[config.mk]
export PLATFORM = sky130hd
export DESIGN_NAME = memory_access
export DESIGN_NICKNAME = d
export VERILOG_FILES = /design/src/rtl/memory_access_pkg.sv /design/src/rtl/load_align.sv /design/src/rtl/memory_access.sv
export SDC_FILE = /design/constraint.sdc
export NUM_CORES = 1
export LEC_CHECK = 0
export CORE_MARGIN = 4
export CORE_UTILIZATION = 45
export CTS_CLUSTER_DIAMETER = 60
export DETAILED_ROUTE_END_ITERATION = 10
export GPL_TIMING_DRIVEN = 0
export PLACE_DENSITY_LB_ADDON = 0.08
export SYNTH_ARGS = -nofsm -noshare
export SYNTH_HDL_FRONTEND = slang
export SYNTH_SLANG_ARGS = --single-unit
[constraint.sdc]
create_clock -name clk -period 3.5 [get_ports clk]
set_clock_uncertainty 0.1 [all_clocks]
set_input_delay 0.7 -clock clk [delete_from_list [all_inputs] [get_ports clk]]
set_output_delay 0.7 -clock clk [all_outputs]
set_load 0.1 [all_outputs]
[src/rtl/memory_access_pkg.sv]
// =============================================================================
// memory_access_pkg -- shared ISA constants, FSM state type and store helpers
// Revision: 1.0
// =============================================================================
`default_nettype none

package memory_access_pkg;

    localparam logic [2:0] F3_B  = 3'b000;
    localparam logic [2:0] F3_H  = 3'b001;
    localparam logic [2:0] F3_W  = 3'b010;
    localparam logic [2:0] F3_BU = 3'b100;
    localparam logic [2:0] F3_HU = 3'b101;

    // Access size lives in funct3[1:0]; anything that is not B or H is a word.
    localparam logic [1:0] SZ_B = 2'b00;
    localparam logic [1:0] SZ_H = 2'b01;

    localparam int DATA_W = 32;
    localparam int BE_W   = 4;
    localparam int BYTE_W = 8;
    localparam int HALF_W = 16;

    typedef enum logic [0:0] {
        ST_IDLE   = 1'b0,
        ST_ACCESS = 1'b1
    } state_t;

    function automatic logic [BE_W-1:0] store_be(input logic [1:0] size,
                                                 input logic [1:0] off);
        case (size)
            SZ_B:    return 4'b0001 << off;
            SZ_H:    return 4'b0011 << off;
            default: return 4'b1111;
        endcase
    endfunction

    function automatic logic [DATA_W-1:0] store_lanes(input logic [1:0]        size,
                                                      input logic [DATA_W-1:0] data);
        case (size)
            SZ_B:    return {4{data[BYTE_W-1:0]}};
            SZ_H:    return {2{data[HALF_W-1:0]}};
            default: return data;
        endcase
    endfunction

endpackage

`default_nettype wire

[src/rtl/load_align.sv]
// =============================================================================
// load_align -- selects the addressed lane of a read word and sign/zero extends
// Revision: 1.0
// =============================================================================
`default_nettype none

module load_align
    import memory_access_pkg::*;
(
    input  logic [DATA_W-1:0] i_rdata,
    input  logic [2:0]        i_funct3,
    input  logic [1:0]        i_off,
    output logic [DATA_W-1:0] o_data
);

    logic [BYTE_W-1:0] w_byte;
    logic [HALF_W-1:0] w_half;

    always_comb begin
        case (i_off)
            2'd0:    w_byte = i_rdata[7:0];
            2'd1:    w_byte = i_rdata[15:8];
            2'd2:    w_byte = i_rdata[23:16];
            default: w_byte = i_rdata[31:24];
        endcase
        w_half = i_off[1] ? i_rdata[31:16] : i_rdata[15:0];

        case (i_funct3)
            F3_B:    o_data = {{(DATA_W-BYTE_W){w_byte[BYTE_W-1]}}, w_byte};
            F3_BU:   o_data = {{(DATA_W-BYTE_W){1'b0}}, w_byte};
            F3_H:    o_data = {{(DATA_W-HALF_W){w_half[HALF_W-1]}}, w_half};
            F3_HU:   o_data = {{(DATA_W-HALF_W){1'b0}}, w_half};
            F3_W:    o_data = i_rdata;
            default: o_data = i_rdata;
        endcase
    end

endmodule

`default_nettype wire

[src/rtl/memory_access.sv]
// =============================================================================
// memory_access -- load/store stage: data-bus handshake with timeout, ALU pass-through
// Optional macro MISALIGN_TRAP_EN: trap misaligned H/W accesses instead of truncating.
// Revision: 1.0
// =============================================================================
`default_nettype none

module memory_access
    import memory_access_pkg::*;
#(
    parameter int DMEM_TIMEOUT = 16
) (
    input  logic              clk,
    input  logic              rst_n,
    input  logic              ex_valid,
    output logic              ex_ready,
    input  logic              ex_mem_read,
    input  logic              ex_mem_write,
    input  logic [2:0]        ex_funct3,
    input  logic [DATA_W-1:0] ex_addr,
    input  logic [DATA_W-1:0] ex_store_data,
    input  logic [DATA_W-1:0] ex_alu_result,
    input  logic [4:0]        ex_rd,
    input  logic              ex_reg_write,
    output logic              dmem_req,
    output logic              dmem_we,
    output logic [DATA_W-1:0] dmem_addr,
    output logic [DATA_W-1:0] dmem_wdata,
    output logic [BE_W-1:0]   dmem_be,
    input  logic              dmem_ack,
    input  logic [DATA_W-1:0] dmem_rdata,
    output logic              wb_valid,
    output logic              wb_mem_data_select,
    output logic [DATA_W-1:0] wb_alu_result,
    output logic [DATA_W-1:0] wb_data_result,
    output logic [4:0]        wb_rd,
    output logic              wb_reg_write,
    output logic              timeout_err
`ifdef MISALIGN_TRAP_EN
    ,
    output logic              misalign_trap
`endif
);

    localparam logic [7:0] c_LAST_WAIT = 8'(DMEM_TIMEOUT - 1);

    state_t            r_state;
    state_t            w_next_state;
    logic [7:0]        r_wait_cnt;
    logic              r_is_load;
    logic              r_we;
    logic [DATA_W-1:0] r_addr;
    logic [DATA_W-1:0] r_wdata;
    logic [BE_W-1:0]   r_be;
    logic [2:0]        r_funct3;
    logic [1:0]        r_off;
    logic [DATA_W-1:0] r_alu;
    logic [4:0]        r_rd;
    logic              r_reg_write;
    logic              r_wb_valid;
    logic              r_wb_sel;
    logic [DATA_W-1:0] r_wb_alu;
    logic [DATA_W-1:0] r_wb_data;
    logic [4:0]        r_wb_rd;
    logic              r_wb_rw;
    logic              r_timeout;

    logic              w_accept;
    logic              w_is_mem;
    logic              w_trap;
    logic              w_ack;
    logic              w_expire;
    logic [1:0]        w_size;
    logic [1:0]        w_off;
    logic [DATA_W-1:0] w_load_data;

    assign w_size   = ex_funct3[1:0];
    assign w_accept = (r_state == ST_IDLE) && ex_valid;
    assign w_is_mem = ex_mem_read || ex_mem_write;
    assign w_ack    = (r_state == ST_ACCESS) && dmem_ack;
    assign w_expire = (r_state == ST_ACCESS) && !dmem_ack && (r_wait_cnt == c_LAST_WAIT);

    // Lane offset truncated to the natural alignment of the access size.
    always_comb begin
        w_off = 2'b00;
        if (w_size == SZ_B) begin
            w_off = ex_addr[1:0];
        end else if (w_size == SZ_H) begin
            w_off = {ex_addr[1], 1'b0};
        end
    end

`ifdef MISALIGN_TRAP_EN
    logic r_trap;

    assign w_trap = (w_size == SZ_H) ? ex_addr[0]
                                     : ((w_size != SZ_B) && (ex_addr[1:0] != 2'b00));

    always_ff @(posedge clk or negedge rst_n) begin
        if (!rst_n) begin
            r_trap <= 1'b0;
        end else begin
            r_trap <= w_accept && w_is_mem && w_trap;
        end
    end

    assign misalign_trap = r_trap;
`else
    assign w_trap = 1'b0;
`endif

    always_ff @(posedge clk or negedge rst_n) begin
        if (!rst_n) begin
            r_state <= ST_IDLE;
        end else begin
            r_state <= w_next_state;
        end
    end

    always_comb begin
        w_next_state = r_state;
        case (r_state)
            ST_IDLE:   if (w_accept && w_is_mem && !w_trap) w_next_state = ST_ACCESS;
            ST_ACCESS: if (w_ack || w_expire) w_next_state = ST_IDLE;
            default:   w_next_state = ST_IDLE;
        endcase
    end

    always_comb begin
        ex_ready = 1'b0;
        dmem_req = 1'b0;
        case (r_state)
            ST_IDLE:   ex_ready = 1'b1;
            ST_ACCESS: dmem_req = 1'b1;
            default:   ex_ready = 1'b0;
        endcase
    end

    load_align u_load_align (
        .i_rdata  (dmem_rdata),
        .i_funct3 (r_funct3),
        .i_off    (r_off),
        .o_data   (w_load_data)
    );

    always_ff @(posedge clk or negedge rst_n) begin
        if (!rst_n) begin
            r_wait_cnt  <= '0;
            r_is_load   <= 1'b0;
            r_we        <= 1'b0;
            r_addr      <= '0;
            r_wdata     <= '0;
            r_be        <= '0;
            r_funct3    <= '0;
            r_off       <= '0;
            r_alu       <= '0;
            r_rd        <= '0;
            r_reg_write <= 1'b0;
            r_wb_valid  <= 1'b0;
            r_wb_sel    <= 1'b0;
            r_wb_alu    <= '0;
            r_wb_data   <= '0;
            r_wb_rd     <= '0;
            r_wb_rw     <= 1'b0;
            r_timeout   <= 1'b0;
        end else begin
            r_wb_valid <= 1'b0;
            r_timeout  <= 1'b0;
            if (w_accept) begin
                if (!w_is_mem || w_trap) begin
                    r_wb_valid <= 1'b1;
                    r_wb_alu   <= ex_alu_result;
                    r_wb_rd    <= ex_rd;
                    r_wb_rw    <= ex_reg_write && !w_is_mem;
                    r_wb_sel   <= 1'b0;
                end else begin
                    r_wait_cnt  <= '0;
                    r_is_load   <= !ex_mem_write;
                    r_we        <= ex_mem_write;
                    r_addr      <= {ex_addr[DATA_W-1:2], 2'b00};
                    r_wdata     <= store_lanes(w_size, ex_store_data);
                    r_be        <= store_be(w_size, w_off);
                    r_funct3    <= ex_funct3;
                    r_off       <= w_off;
                    r_alu       <= ex_alu_result;
                    r_rd        <= ex_rd;
                    r_reg_write <= ex_reg_write;
                end
            end
            if (r_state == ST_ACCESS) begin
                r_wait_cnt <= r_wait_cnt + 8'd1;
                if (w_ack || w_expire) begin
                    r_wb_valid <= 1'b1;
                    r_wb_alu   <= r_alu;
                    r_wb_rd    <= r_rd;
                    r_wb_rw    <= w_ack && r_is_load && r_reg_write;
                    r_wb_sel   <= w_ack && r_is_load;
                    r_timeout  <= w_expire;
                end
                if (w_ack && r_is_load) begin
                    r_wb_data <= w_load_data;
                end
            end
        end
    end

    assign dmem_we            = r_we;
    assign dmem_addr          = r_addr;
    assign dmem_wdata         = r_wdata;
    assign dmem_be            = r_be;
    assign wb_valid           = r_wb_valid;
    assign wb_mem_data_select = r_wb_sel;
    assign wb_alu_result      = r_wb_alu;
    assign wb_data_result     = r_wb_data;
    assign wb_rd              = r_wb_rd;
    assign wb_reg_write       = r_wb_rw;
    assign timeout_err        = r_timeout;

endmodule

`default_nettype wire

Word-level counts from Yosys, hierarchy flattened

Cells that the tools add are included.

Register bits after elaboration: 193
Word-level logic and storage cells: 88
Input bits: 143
Output and inout port bits: 144

Bitwise operators: 1
Reduce and logical (&&, ||, !) cells: 21
Eq/ne operators: 7
Shift-type cells: 2
$add $sub $neg: 1
Mux-type cells: 37

Operators with widths:

| kind                | count |
|---|---|
| $mux 32             | 4 |
| $pmux 32 s4         | 1 |
| $pmux 32 s2         | 1 |
| $mux 8              | 3 |
| $pmux 8 s3          | 1 |
| $mux 5              | 4 |
| $mux 1              | 18 |
| $mux 16             | 1 |
| $add 8x1->8 const B | 1 |
| $eq 8x4->1 const B  | 1 |
| $logic_and 1x1->1   | 8 |
| $pmux 4 s2          | 1 |
| $eq 3x3->1 const B  | 2 |
| $reduce_and 2->1    | 3 |
| $eq 2x1->1 const B  | 2 |
| $logic_not 2->1     | 2 |
| $mux 2              | 2 |
| $reduce_bool 2->1   | 2 |
| $shl 1x2->4 const A | 1 |
| $shl 2x2->4 const A | 1 |
| $eq 3x1->1 const B  | 1 |
| $logic_not 1->1     | 3 |
| $logic_not 3->1     | 1 |
| $eq 2x2->1 const B  | 1 |
| 3 further kinds     | 4 |

Logic depth before layout (Yosys ltp)

Depth in word-level cells: 7
Mapped depth: 7
Gate-level depth less buffers: 5

Cells and area by module

A second synthesis with hierarchy kept.

Cells, all modules: 871
Area total of the unflattened synthesis: 9,136.3 um^2

Modules (own cells, without submodules):

| module        | area an instance (um^2) | instances | cells an instance | seq. area each (um^2) |
|---|---|---|---|---|
| memory_access | 8,166.6                 | 1         | 738               | 4,829.6 |
| load_align    | 969.7                   | 1         | 133               | 0.0 |

Worst setup path after synthesis

No wires, ideal clock.

Kind: register -> register
Start point: register r_state
End point: register r_wb_alu[10], in the netlist wb_alu_result[10]
Data required time: 3.275 ns
Cell stages (with the launch flop): 6
Library setup time: 0.125 ns
Arrival time: 2.260 ns
Path slack: 1.014 ns
Period minus slack after synthesis: 2.486 ns
Path buffers: 1
Cells stage by stage: dfrtp_1 nand2b_1 nor3_1 clkbuf_1 mux2_2 mux2_4

Word-level cells in the longest chain between the ends: 5
Elaborated cells between the ends (all ways): 9
Classes of those cells: mux: 3; bitwise: 1; reduce/logical: 5

RTL lines:

| element                                        | RTL line                                   | RTL |
|---|---|---|
| from (decl)                                    | memory_access.sv:47                        | `state_t r_state;` |
| from (signal assigned)                         | memory_access.sv:116                       | `r_state <= w_next_state;` |
| $not 1->1 or $logic_and 1x1->1 (tied branches) | -                                          |  |
| $logic_and 1x1->1 (on tied branches)           | memory_access.sv:78, memory_access.sv:81   |  |
| $mux 32 or $logic_or 1x1->1 (tied branches)    | memory_access.sv:169, memory_access.sv:192 |  |
| $mux 32                                        | memory_access.sv:192                       | `if (w_ack \|\| w_expire) begin` |
| $mux 32 *                                      | memory_access.sv:190                       | `if (r_state == ST_ACCESS) begin` |
| to (signal assigned)                           | memory_access.sv:172                       | `r_wb_alu <= ex_alu_result;` |
| to (signal assigned)                           | memory_access.sv:194                       | `r_wb_alu <= r_alu;` |
| to (decl)                                      | memory_access.sv:62                        | `logic [DATA_W-1:0] r_wb_alu;` |

Mark *: on every way between the ends. The rest lies on a longest branch, timed or not.
A chain may end at the register's enable or synchronous reset.

Final worst setup path

Start point: register r_state
End point: output port ex_ready

Word-level cells in the longest chain between the ends: 1

RTL lines:

| element   | RTL line             | RTL |
|---|---|---|
| $mux 1    | memory_access.sv:132 | `case (r_state)` |
| to (decl) | memory_access.sv:16  | `output logic ex_ready,` |

No other way between the ends.

==> results.rst <==
.. list-table::
   :header-rows: 1

   * - Metric
     - Value
   * - Final weighted congestion in routability-driven placement
     - 0.829
   * - Avg Synthesized Cell Area
     - between 10 and 15 um^2
   * - Setup TNS
     - 0 ns
   * - Avg Vias per Cell
     - ~5.0
   * - Status
     - finished clean
   * - Number of buffers added for setup after CTS
     - 0
   * - Number of violations of the max-capacitance limit
     - 0
   * - Remaining routing DRC violations
     - 0
   * - Final worst path period need
     - approximately 3.1 ns
   * - Library cells used by synthesis
     - 40
   * - Ratio of cells with drive above 1 in the final layout
     - a little under an eighth
   * - Leading area contributor after synthesis
     - dfrtp_1
   * - Diodes inserted
     - 0
   * - Final hold violation count
     - 0
   * - Post-synth top area share
     - a little under three fifths
   * - Crit share post-route
     - approximately 88%
   * - Most frequent standard cell in the layout excluding fill and tap cells
     - nand2_1
   * - Met3 usage in global routing
     - around 7.5%
   * - TritonCTS Buffers
     - 17
   * - Total iterations of the first detailed-routing run
     - 4
   * - Overall die area
     - about 0.022 mm^2
   * - Gate Count Post-Synth
     - 869
   * - Unrepaired setup endpoints after global routing
     - false
   * - PnR worst setup slack
     - approximately 0.42 ns
   * - CTS HTree Levels
     - 4
   * - Seq/Total Area, Yosys
     - a little under three fifths
   * - Final Max Tran Viols
     - 0
   * - Required @ worst endpoint
     - 2.70 ns
   * - Half-perimeter wire length of the detailed placement result
     - about 18000 um
   * - Met1 track utilization from global routing
     - between 20 and 30%
   * - Cell types occupying the most area after synthesis
     - dfrtp_1 55%, nand2_1 13%, mux2_4 6.2%
   * - Final ANT Viol Nets
     - 0
   * - Element type at the critical path end
     - output pin
   * - WS Path Type
     - register to output pin
   * - Async set-reset flop share out of synthesis
     - 100%
   * - Total of buffers placed on input and output ports
     - between 200 and 300
   * - Die X-Extent
     - between 100 and 150 um
   * - Transition at the pin with the smallest max-transition slack
     - 1.07 ns
   * - Global-route layer with the greatest usage
     - met2
   * - Area of the core
     - 0.0190 mm^2
   * - Class of the most critical hold timing path
     - input pin to async pin
   * - Number of warnings reported in the yosys synthesis log
     - 0
   * - Wirelength, routed
     - about 25000 um
   * - Setup WS pre-CTS
     - ~0.24 ns
   * - Count of boundary I/O pins
     - 287
   * - Arrival time at the worst endpoint
     - roughly 2.3 ns
   * - Vias in the first global route
     - roughly 7300
   * - Post-DR wirelength/cell
     - around 17 um
   * - Overflow after GRT
     - 0
   * - Tightest slew margin relative to the limit
     - between 20% and 30%
   * - Maximum number of pins on one net before global-route repair
     - 100
   * - Post-synthesis instance area
     - 0.00876 mm^2
   * - Number of filler instances in the final layout
     - around 1600
   * - Crit Path Max Fanout
     - 10
   * - Clock-pin transition on the worst setup and hold timing paths
     - roughly 0.080 ns
   * - EDFF count, synth
     - 0
   * - Worst-skew pair later-pin latency
     - around 0.43 ns
   * - Signed area change from the synthesized netlist to the final layout
     - 43.4%
   * - Global-route wire length before repair
     - slightly below 40000 um
   * - F_max
     - 325 MHz
   * - Commonest cells after routing, fill and taps aside
     - 307 x nand2_1, 281 x clkdlybuf4s50_1, 193 x dfrtp_1
   * - Number of instances resized during post-cts repair
     - 0
   * - Initial core utilization
     - approximately 46%
   * - Number of clock sinks
     - about 190
   * - Longest Clk Path Bufs
     - 2
   * - Total number of vias
     - slightly above 7000
   * - Worst hold margin
     - around 0.15 ns
   * - Met2 usage
     - 37.6%
   * - Number of setup violations in the final report
     - 0
   * - Global-route usage over all layers
     - between 20% and 30%
   * - Antenna violations before repair
     - 0
   * - Root Buffer
     - clkbuf_16
   * - Die Height
     - around 150 um
   * - TritonCTS clock tree
     - built
   * - Most common flop cell mapped by yosys
     - dfrtp_1
   * - CTS Hold Buffers Added
     - 0
   * - Drt initial violations
     - about 300
   * - Number of synthesized register bits
     - between 150 and 200
   * - Net total in the final layout
     - 1316
   * - Number of rows in the core area
     - 50
   * - Worst Setup Start Kind
     - register
## path summary, 6_finish.rpt
| check | to | slack [ns] | cells past startpoint | from |
|---|---|---|---|---|
| min in group clk | dmem_be[1] | 0.37 | 2 | dmem_be[1] |
| max in group asynchronous | wb_rd[4] | 2.19 | 2 | rst_n |
| min | wb_data_result[4] | 0.15 | 1 | rst_n |
| max | ex_ready | 0.42 | 3 | r_state |
| min reg2reg | dmem_be[1] | 0.37 | 2 | dmem_be[1] |
| max reg2reg | wb_alu_result[10] | 1.13 | 5 | r_state |
## final cells by class
cell class	instances	area (um^2)	share of cell area (%)
plain buffers	57	294	2.34
clock buffers	17	425	3.39
clock inverters	15	191	1.52
inverters	3	11.3	0.0897
multi-input cells	617	3630	28.9
flip-flops and latches	193	4830	38.5
well taps	260	325	2.59
repair buffers	283	2860	22.7
## state kept, by name, indices dropped and copies added, names as in the netlist, 3 cells and up
name and flops:
wb_data_result 32, dmem_addr 30, r_rd 5, dmem_wdata 32
dmem_be 4, wb_rd 5, r_wait_cnt 8, wb_alu_result 32
r_funct3 3, r_alu 32
## synth_stat cells (all sizes together) (7+ instances only)
cell type / n
clkbuf: 40
nand3b: 8
dfrtp: 193
nor2: 18
nor2b: 7
mux2: 83
mux2i: 35
o21ai: 57
nand2b: 12
nand2: 307
buf: 17
a21oi: 26
nand3: 39
## stage by stage
step                cell area [um^2]  utilization (%)  std cells
floorplan                       8760                -        870
detailed placement             11900             63.0       1413
global route                   12600             66.3       1445
finish                         12600             66.3       1445
CTS                            12600             66.3       1445
global placement               11900             62.8       1412
## critical path, cell delays in order (launching register included)
cell and delay [ns]:
dfrtp_1 0.39, buf_2 0.19, inv_1 0.10, clkdlybuf4s50_1 1.17
## logic make-up after synthesis
| group | Yosys count | share of synthesized area, % |
|---|---|---|
| AO/OA/AOI/OAI | 95 | 5.98 |
| adder cells (fa/ha/maj) | 1 | 0.143 |
| buffers and inverters | 60 | 3.49 |
| flip-flops | 193 | 55.1 |
| multiplexers | 118 | 16.2 |
| other | 1 | 0.0428 |
| AND/OR/NAND/NOR | 401 | 19.0 |
## per-layer routing
layer	up-vias	share of wire [%]
met5	-	0
met4	0	2.4
met3	38	8.0
met2	230	48
met1	3399	42
li1	3487	-
Power is left out: the tool's default activity adds up to more than one toggle a clock period on the data nets, which glitch-free logic cannot reach.
